===== src/rtl/multicycle_ctrl.sv =====
// multicycle_ctrl: multi-cycle sequencer sitting directly upstream of the datapath.
//
// It fetches 32-bit instructions into an IR over a req/ack port. From the IR it
// decodes the register addresses, ALU controls and sign-extended immediate for
// the datapath. It runs loads to data memory through a memory data register
// (MDR) and resolves BZ/JMP from the datapath's rs value.
//
// Ports
//   clk, reset              clock; asynchronous active-high reset
//   imem_req/addr/ack/rdata instruction fetch handshake (addr = pc)
//   dmem_req/addr/ack/rdata load handshake (addr = latched ALU result)
//   alu_result, rs_val      datapath feedback, sampled in EXEC
//   rs_addr/rt_addr/rd_addr register addresses decoded from IR
//   wrReg, m_to_reg         register-file write enable / select load data
//   mem_data                MDR, goes to the datapath's mem_data_in
//   alu_control, alu_src    ALU op and operand select (1 = rt, 0 = imm)
//   imm_ext                 sign-extended IR[15:0]
//   pc, halted, illegal     current PC and halt status
//   retired                 count of retired instructions
//
// state  | meaning
// -------+----------------------------------------------------------
// IDLE   | one cycle after reset, then start fetching
// FETCH  | imem_req high; wait for imem_ack, load IR and bump PC
// DECODE | IR fields settle on the datapath; no side effects
// EXEC   | sample alu_result/rs_val; resolve branches, halt, illegal
// MEM    | dmem_req high; wait for dmem_ack, load MDR
// WB     | one-cycle register write, retire, back to FETCH
// HALT   | absorbing until reset
module multicycle_ctrl #(
   parameter int unsigned PC_W     = 8,
   parameter int unsigned RESET_PC = 0,
   parameter logic [3:0]  ALU_ADD  = 4'd0
) (
   input  logic            clk,
   input  logic            reset,
   output logic            imem_req,
   output logic [PC_W-1:0] imem_addr,
   input  logic            imem_ack,
   input  logic [31:0]     imem_rdata,
   output logic            dmem_req,
   output logic [31:0]     dmem_addr,
   input  logic            dmem_ack,
   input  logic [31:0]     dmem_rdata,
   input  logic [31:0]     alu_result,
   input  logic [31:0]     rs_val,
   output logic [3:0]      rs_addr,
   output logic [3:0]      rt_addr,
   output logic [3:0]      rd_addr,
   output logic            wrReg,
   output logic            m_to_reg,
   output logic [31:0]     mem_data,
   output logic [3:0]      alu_control,
   output logic            alu_src,
   output logic [31:0]     imm_ext,
   output logic [PC_W-1:0] pc,
   output logic            halted,
   output logic            illegal,
   output logic [31:0]     retired
);

   localparam logic [3:0] OP_RALU = 4'd0;
   localparam logic [3:0] OP_ADDI = 4'd1;
   localparam logic [3:0] OP_LD   = 4'd2;
   localparam logic [3:0] OP_BZ   = 4'd3;
   localparam logic [3:0] OP_JMP  = 4'd4;
   localparam logic [3:0] OP_NOP  = 4'd5;
   localparam logic [3:0] OP_HALT = 4'd15;

   localparam logic [PC_W-1:0] PC_RST = PC_W'(RESET_PC);
   localparam logic [PC_W-1:0] PC_ONE = PC_W'(1);

   typedef enum logic [2:0] {
      S_IDLE,
      S_FETCH,
      S_DECODE,
      S_EXEC,
      S_MEM,
      S_WB,
      S_HALT
   } state_t;

   state_t      state;
   logic [31:0] ir;
   logic [3:0]  op;

   // Decode is purely combinational from the IR; the IR only changes on an
   // accepted fetch, so these are stable through DECODE, EXEC, MEM and WB.
   assign op          = ir[31:28];
   assign rs_addr     = ir[27:24];
   assign rt_addr     = ir[23:20];
   assign rd_addr     = ir[19:16];
   assign imm_ext     = {{16{ir[15]}}, ir[15:0]};
   assign alu_control = (op == OP_RALU) ? ir[3:0] : ALU_ADD;
   assign alu_src     = (op == OP_RALU);
   assign imem_addr   = pc;

   always_ff @(posedge clk or posedge reset) begin
      if (reset) begin
         state     <= S_IDLE;
         ir        <= '0;
         pc        <= PC_RST;
         mem_data  <= '0;
         dmem_addr <= '0;
         retired   <= '0;
         halted    <= 1'b0;
         illegal   <= 1'b0;
         imem_req  <= 1'b0;
         dmem_req  <= 1'b0;
         wrReg     <= 1'b0;
         m_to_reg  <= 1'b0;
      end else begin
         case (state)
            S_IDLE: begin
               imem_req <= 1'b1;
               state    <= S_FETCH;
            end

            S_FETCH: begin
               // imem_req is always high in FETCH, so an ack is only ever
               // honoured while a request is outstanding.
               if (imem_ack) begin
                  ir       <= imem_rdata;
                  pc       <= pc + PC_ONE;
                  imem_req <= 1'b0;
                  state    <= S_DECODE;
               end
            end

            S_DECODE: begin
               state <= S_EXEC;
            end

            S_EXEC: begin
               case (op)
                  OP_RALU, OP_ADDI: begin
                     wrReg    <= 1'b1;
                     m_to_reg <= 1'b0;
                     state    <= S_WB;
                  end
                  OP_LD: begin
                     dmem_addr <= alu_result;
                     dmem_req  <= 1'b1;
                     state     <= S_MEM;
                  end
                  OP_BZ: begin
                     // pc already points past the branch, so the offset is
                     // relative to the incremented PC and wraps naturally.
                     if (rs_val == 32'd0) begin
                        pc <= pc + imm_ext[PC_W-1:0];
                     end
                     retired  <= retired + 32'd1;
                     imem_req <= 1'b1;
                     state    <= S_FETCH;
                  end
                  OP_JMP: begin
                     pc       <= ir[PC_W-1:0];
                     retired  <= retired + 32'd1;
                     imem_req <= 1'b1;
                     state    <= S_FETCH;
                  end
                  OP_NOP: begin
                     retired  <= retired + 32'd1;
                     imem_req <= 1'b1;
                     state    <= S_FETCH;
                  end
                  OP_HALT: begin
                     retired <= retired + 32'd1;
                     halted  <= 1'b1;
                     state   <= S_HALT;
                  end
                  default: begin
                     // Illegal opcodes stop the machine without retiring.
                     illegal <= 1'b1;
                     halted  <= 1'b1;
                     state   <= S_HALT;
                  end
               endcase
            end

            S_MEM: begin
               if (dmem_ack) begin
                  mem_data <= dmem_rdata;
                  dmem_req <= 1'b0;
                  wrReg    <= 1'b1;
                  m_to_reg <= 1'b1;
                  state    <= S_WB;
               end
            end

            S_WB: begin
               wrReg    <= 1'b0;
               m_to_reg <= 1'b0;
               retired  <= retired + 32'd1;
               imem_req <= 1'b1;
               state    <= S_FETCH;
            end

            S_HALT: begin
               state <= S_HALT;
            end

            default: begin
               state <= S_IDLE;
            end
         endcase
      end
   end

endmodule


===== config.mk =====
export PLATFORM = sky130hd
export DESIGN_NAME = multicycle_ctrl
export DESIGN_NICKNAME = d
export VERILOG_FILES = /design/src/rtl/multicycle_ctrl.sv
export SDC_FILE = /design/constraint.sdc
export NUM_CORES = 1
export LEC_CHECK = 0
export ABC_AREA = 1
export BUFFER_PORTS_ARGS = -buffer_cell sky130_fd_sc_hd__buf_4
export CAP_MARGIN = 20
export CORE_AREA = 2 2 127 129
export CTS_BUF_LIST = sky130_fd_sc_hd__clkbuf_16
export CTS_CLUSTER_DIAMETER = 30
export DETAILED_ROUTE_END_ITERATION = 10
export DIE_AREA = 0 0 129 131
export PLACE_DENSITY = 0.81
export SKIP_LAST_GASP = 1
export SLEW_MARGIN = 20
export SYNTH_ARGS = -nofsm -noshare
export SYNTH_HDL_FRONTEND = slang
export SYNTH_SLANG_ARGS = --single-unit
export TNS_END_PERCENT = 30

===== constraint.sdc =====
create_clock -name clk -period 5.5 [get_ports clk]
set_clock_uncertainty 0.15 [all_clocks]
set_input_delay 0.55 -clock clk [delete_from_list [all_inputs] [get_ports clk]]
set_output_delay 0.55 -clock clk [all_outputs]
set_load 0.01 [all_outputs]

**After elaboration in Yosys (flattened, before gate mapping)**

Cells that the tools add are included.

- Add/subtract/negate cells: 3
- $mul: 0
- Divide/modulo/power cells: 0
- Order comparisons: 0
- Equal/unequal tests: 20
- Shift-type cells: 0
- Muxes and demuxes: 22
- Bitwise operators: 2
- Reductions and logical operators: 25

Operators with widths:

| kind | number |
|---|---|
| 32-bit one-hot mux with 2 select lines | 1 |
| 32-bit by 1-bit adder with 32-bit output, second input constant | 1 |
| 32-bit logical NOT | 1 |
| 32-bit two-way mux | 1 |
| 8-bit one-hot mux with 2 select lines | 2 |
| 3-bit one-hot mux with 6 select lines | 1 |
| 8-bit two-way mux | 2 |
| 2-bit AND reduction | 7 |
| 3-bit equality test, second input constant | 3 |
| 1-bit one-hot mux with 3 select lines | 3 |
| 3-bit one-hot mux with 3 select lines | 1 |
| 3-bit AND reduction | 3 |
| 8-bit by 1-bit adder with 8-bit output, second input constant | 1 |
| 8-bit adder | 1 |
| 4-bit by 2-bit equality test with 1-bit output, second input constant | 2 |
| 4-bit by 3-bit equality test with 1-bit output, second input constant | 2 |
| 2-bit != test, second input constant | 4 |
| 1-bit two-way mux | 7 |
| 7-bit OR reduction | 1 |
| 3-bit by 2-bit equality test with 1-bit output, second input constant | 2 |
| 3-bit two-way mux | 2 |
| 2-bit nonzero test | 3 |
| 3-bit nonzero test | 2 |
| 6-bit OR reduction | 1 |
| other kinds (15) | 18 |

- Register bits: 145
- Latch bits: 0
- RAM bits: 0
- ROM bits: 0
- Input port bits: 132
- Output and inout port bits: 167
- Word-level logic and storage cells: 84
- Memories kept: 0

**Longest topological paths before layout**

- Depth after elaboration: 4
- Depth in mapped cells: 13
- Mapped depth without buffers: 13

**Worst setup path before layout**

No wires, ideal clock.

- Kind: register -> register
- From: register pc[0] (netlist: imem_addr[0])
- To: register pc[6] (netlist: imem_addr[6])
- Library setup time: 117 ps
- Data arrival time: 1689 ps
- Required time: 5233 ps
- Setup slack: 3544 ps
- Stages on the path, launching flop included: 13
- Buffers on the path: 0
- Clock period less this slack: 1956 ps
- Cells stage by stage: dfrtp_1 ha_1 inv_1 fa_1 nand3b_1 nand2_1 nand2_1 nand3_1 nand3_1 nand2_1 nand2_1 nand2_1 nand2_1

- Word-level cells in the longest chain between the ends: 4
- Elaborated cells on any way between the ends: 6
- Those cells by class: add/sub (2); mux (4)

RTL lines:

| item | RTL line | text |
|---|---|---|
| from (decl) | 56 | `output logic [PC_W-1:0] pc,` |
| from (signal assigned) | 124 | `pc <= pc + PC_ONE;` |
| from (signal assigned) | 150 | `pc <= pc + imm_ext[PC_W-1:0];` |
| from (signal assigned) | 157 | `pc <= ir[PC_W-1:0];` |
| 8-bit adder | 150 |  |
| 8-bit two-way mux | 149 | `if (rs_val == 32'd0) begin` |
| 8-bit one-hot mux with 2 select lines | 135 | `case (op)` |
| 8-bit one-hot mux with 2 select lines * | 113 | `case (state)` |

Mark *: on every way between the ends. The rest lies on a longest branch, timed or not. The select of a mux whose other input is x is not followed.
A chain may end at the register's enable or synchronous reset.

**Worst setup path after layout**

- From: register state[0]
- To: register pc[2] (netlist: imem_addr[2])

- Word-level cells in the longest chain between the ends: 3
- Elaborated cells on any way between the ends: 8
- Those cells by class: eq/ne (5); mux (1); reduce/logical (2)

RTL lines:

| item | RTL line | text |
|---|---|---|
| from (decl) | 83 | `state_t state;` |
| from (signal assigned) | 100 | `state <= S_IDLE;` |
| from (signal assigned) | 116 | `state <= S_FETCH;` |
| from (signal assigned) | 126 | `state <= S_DECODE;` |
| 3-bit by 2-bit equality test with 1-bit output or 3-bit by 1-bit equality test with 1-bit output (tied branches) | 113 |  |
| 3-bit by 2-bit != test with 1-bit output (no line) (tied with other cells) | n/a |  |
| 4-bit AND reduction (no line) | n/a |  |

Several ways; a longest one is shown, not always the timed one.

==> impl_metrics.yaml <==
status:
  status: "finished, final reports clean"
layout:
  fin_area_mm2: 0.0102
  drive_above_1_share_pct: 33.0
  fin_nets: 1301
  fin_cells: 1387
  diodes: 0
  most-common-layout-cells: "363 x nand2_1, 299 x buf_4, 145 x dfrtp_1"
  areaGrowthSynthToFinish_pct: 33.4
  layout_commonest_cell: "nand2_1"
placed_design:
  io_buffers: 298
  placed_cells: 1356
  dp_hpwl_mm: 14.5
  dp_slack_ns: 2.70
  gp_congestion: 0.917
  placed_area_mm2: 0.00962
worst_setup_path:
  critPathBufInv: 4
  worstPathRequired_ns: 5.70
  path_class: "flip-flop to flip-flop"
  cp_cell_sequence: "inv_1, nor2_1, inv_1, nor2_2, inv_2, nor2_4, inv_2, nand2_1, nand2_1, nand2_1"
  startpoint_type: "flip-flop"
  crit_top_cell: "nand2_1"
  cp_top_family: "simple AND/OR/NAND/NOR gates"
  end_kind: "flip-flop"
  cp_max_fo: 39
  cp_slowest_cell: "nor2_4"
  critPathArrivalTime_ns: 3.04
  max_stage_delay_ns: 0.64
floorplanning:
  die_x_um: 129
  start_util_pct: 49.2
  fp-row-count: 46
  core_mm2: 0.0156
  pin_count: 299
  die_area_mm2: 0.0169
  die_h_um: 131
grt:
  grt_pass1_wl_mm: 30.5
  use_met1_pct: 28.5
  grt_pass1_vias: 6242
  grt-busiest-layer: "met2"
  antenna_found_initial: 0
  use_met2_pct: 39.8
  met3_usage_pct: 4.80
  grt_overflow: 0
  grt_max_degree: 95
  track_usage_pct: 23.1
sta:
  slew_headroom_pct: 43.5
  slew_viol_final: 0
  rsz0062_at_grt: "false"
  setup_viol: 0
  max_freq_mhz: 352
  fin_tns_setup_ns: 0
  period_share_pct: 51.6
  worst_slack_ns: 2.66
  min_period_ns: 2.84
  worstMarginPinSlew_ns: 0.845
  hold_viol: 0
synth:
  synth-edff-count: 0
  syn_area_per_cell_um2: 8.37
  synth_area_leaders: "dfrtp_1 47%, nand2_1 18%, buf_4 5.8%"
  ys_ff_latch: 145
  syn_inst: 917
  yosys_warnings: 0
  yosysTopAreaCell: "dfrtp_1"
  synth_ff_type: "dfrtp_1"
  synth_fp_nets: 1059
  synth_area_mm2: 0.00768
  yosysSeqAreaShare_pct: 47.3
  synthArstFlopShare_pct: 100
  synth_top_area_share_pct: 47.3
  synth.distinct_cells: 39
route:
  wirelength_mm: 19.9
  remaining_drc_errors: 0
  antenna_left: 0
  routed-via-count: 6742
  wl_per_cell_um: 14.4
  vias_per_cell: 4.86
  drt-initial-drc-count: 468
  first_pass_iters: 5
clocking:
  cts-root-buf: "clkbuf_16"
  cts-resized-gates: 0
  cts_sinks: 145
  clk_pin_slew_worst_paths_ns: 0.06
  hold_buffers: 0
  cts_buffers: 17
  cts_setup_buffers: 0
  insertion_delay_ns: 0.41
  cts_tree: "built"
  clockBufferDepth: 2
  cts_max_level: 4
min_path:
  min_path_type: "input port to asynchronous set/reset pin"
power_and_ir_drop:
  power.density_mw_per_mm2: 513
  ir_worst_vdd_mv: 0.244
  p_leak_nw: 5.57
  total_power_mw: 5.25
run:
  maxCapViolCount: 0
[per-layer routing]
metal / part of all wire [%] / up-vias
met5: 0 / -
met1: 41 / 3141
li1: - / 3306
met3: 6.5 / 30
met4: 2.3 / 0
met2: 50 / 265
[stage by stage]
step | hold slack, ns | util [%]
6_report | 0.169 | 65.6
5_1_grt | 0.175 | 65.6
4_1_cts | 0.167 | 65.6
3_5_place_dp | 0.307 | 61.7
3_3_place_gp | 0.300 | 61.7
2_1_floorplan | 0.293 | -
[power by group]
group / internal [mW] / leakage (nW) / switching, mW
Combinational: 1.09 / 3.43 / 1.15
Clock: 0.757 / 0.306 / 0.458
Sequential: 1.47 / 1.83 / 0.325
[final timing paths]
path | from | endpoint | slack [ns] | cells past startpoint
worst max-delay path | state[0] | imem_addr[2] | 2.66 | 10
worst min-delay path | reset | dmem_addr[5] | 0.17 | 2
worst max register to register | state[0] | imem_addr[2] | 2.66 | 10
worst min register to register | illegal | illegal | 0.32 | 1
max in group asynchronous | reset | retired[4] | 3.84 | 3
min in group clk | dmem_rdata[28] | mem_data[28] | 0.18 | 3
[layout make-up]
| type | count | area (um^2) |
|---|---|---|
| multi-input combinational | 628 | 3220 |
| clock buffer | 17 | 425 |
| sequential | 145 | 3630 |
| clock inverter | 14 | 189 |
| tap | 216 | 270 |
| timing repair buffer | 299 | 2240 |
| fill | 1268 | 5360 |
| inverter | 68 | 265 |
[cell families after synthesis]
logic type	Yosys count	synth area share, %
simple gates	506	27.2
flops	145	47.3
buf+inv	144	10.8
compound gates	51	3.54
mux	32	6.11
xor+xnor	29	3.31
fa+ha+maj	10	1.73
[worst register-to-register path, stage by stage, from the launching register on]
cell,delay [ns]
dfrtp_1,0.44
inv_1,0.08
nor2_1,0.12
inv_1,0.07
nor2_2,0.11
inv_2,0.06
nor2_4,0.64
inv_2,0.49
nand2_1,0.42
nand2_1,0.12
nand2_1,0.08
[synth_stat cells (2+ instances only)]
master      n
ha_1        9
nand4_1     6
nand2_1   363
buf_6       7
buf_2      10
a21oi_1     5
inv_1      60
inv_4       2
nand3_2     3
mux2_4     29
o21ai_1    10
buf_4      59
nor3_1     14
dfrtp_1   145
xor2_1     22
nand3_1    32
inv_2       6
mux2_2      3
nor2_4      3
nor2_2      4
nor2_1     67
o21ai_0    30
nand3b_1    4
xnor2_1     7
nor3_2      2
or2_2       2
(Power assumes the default switching activity.)
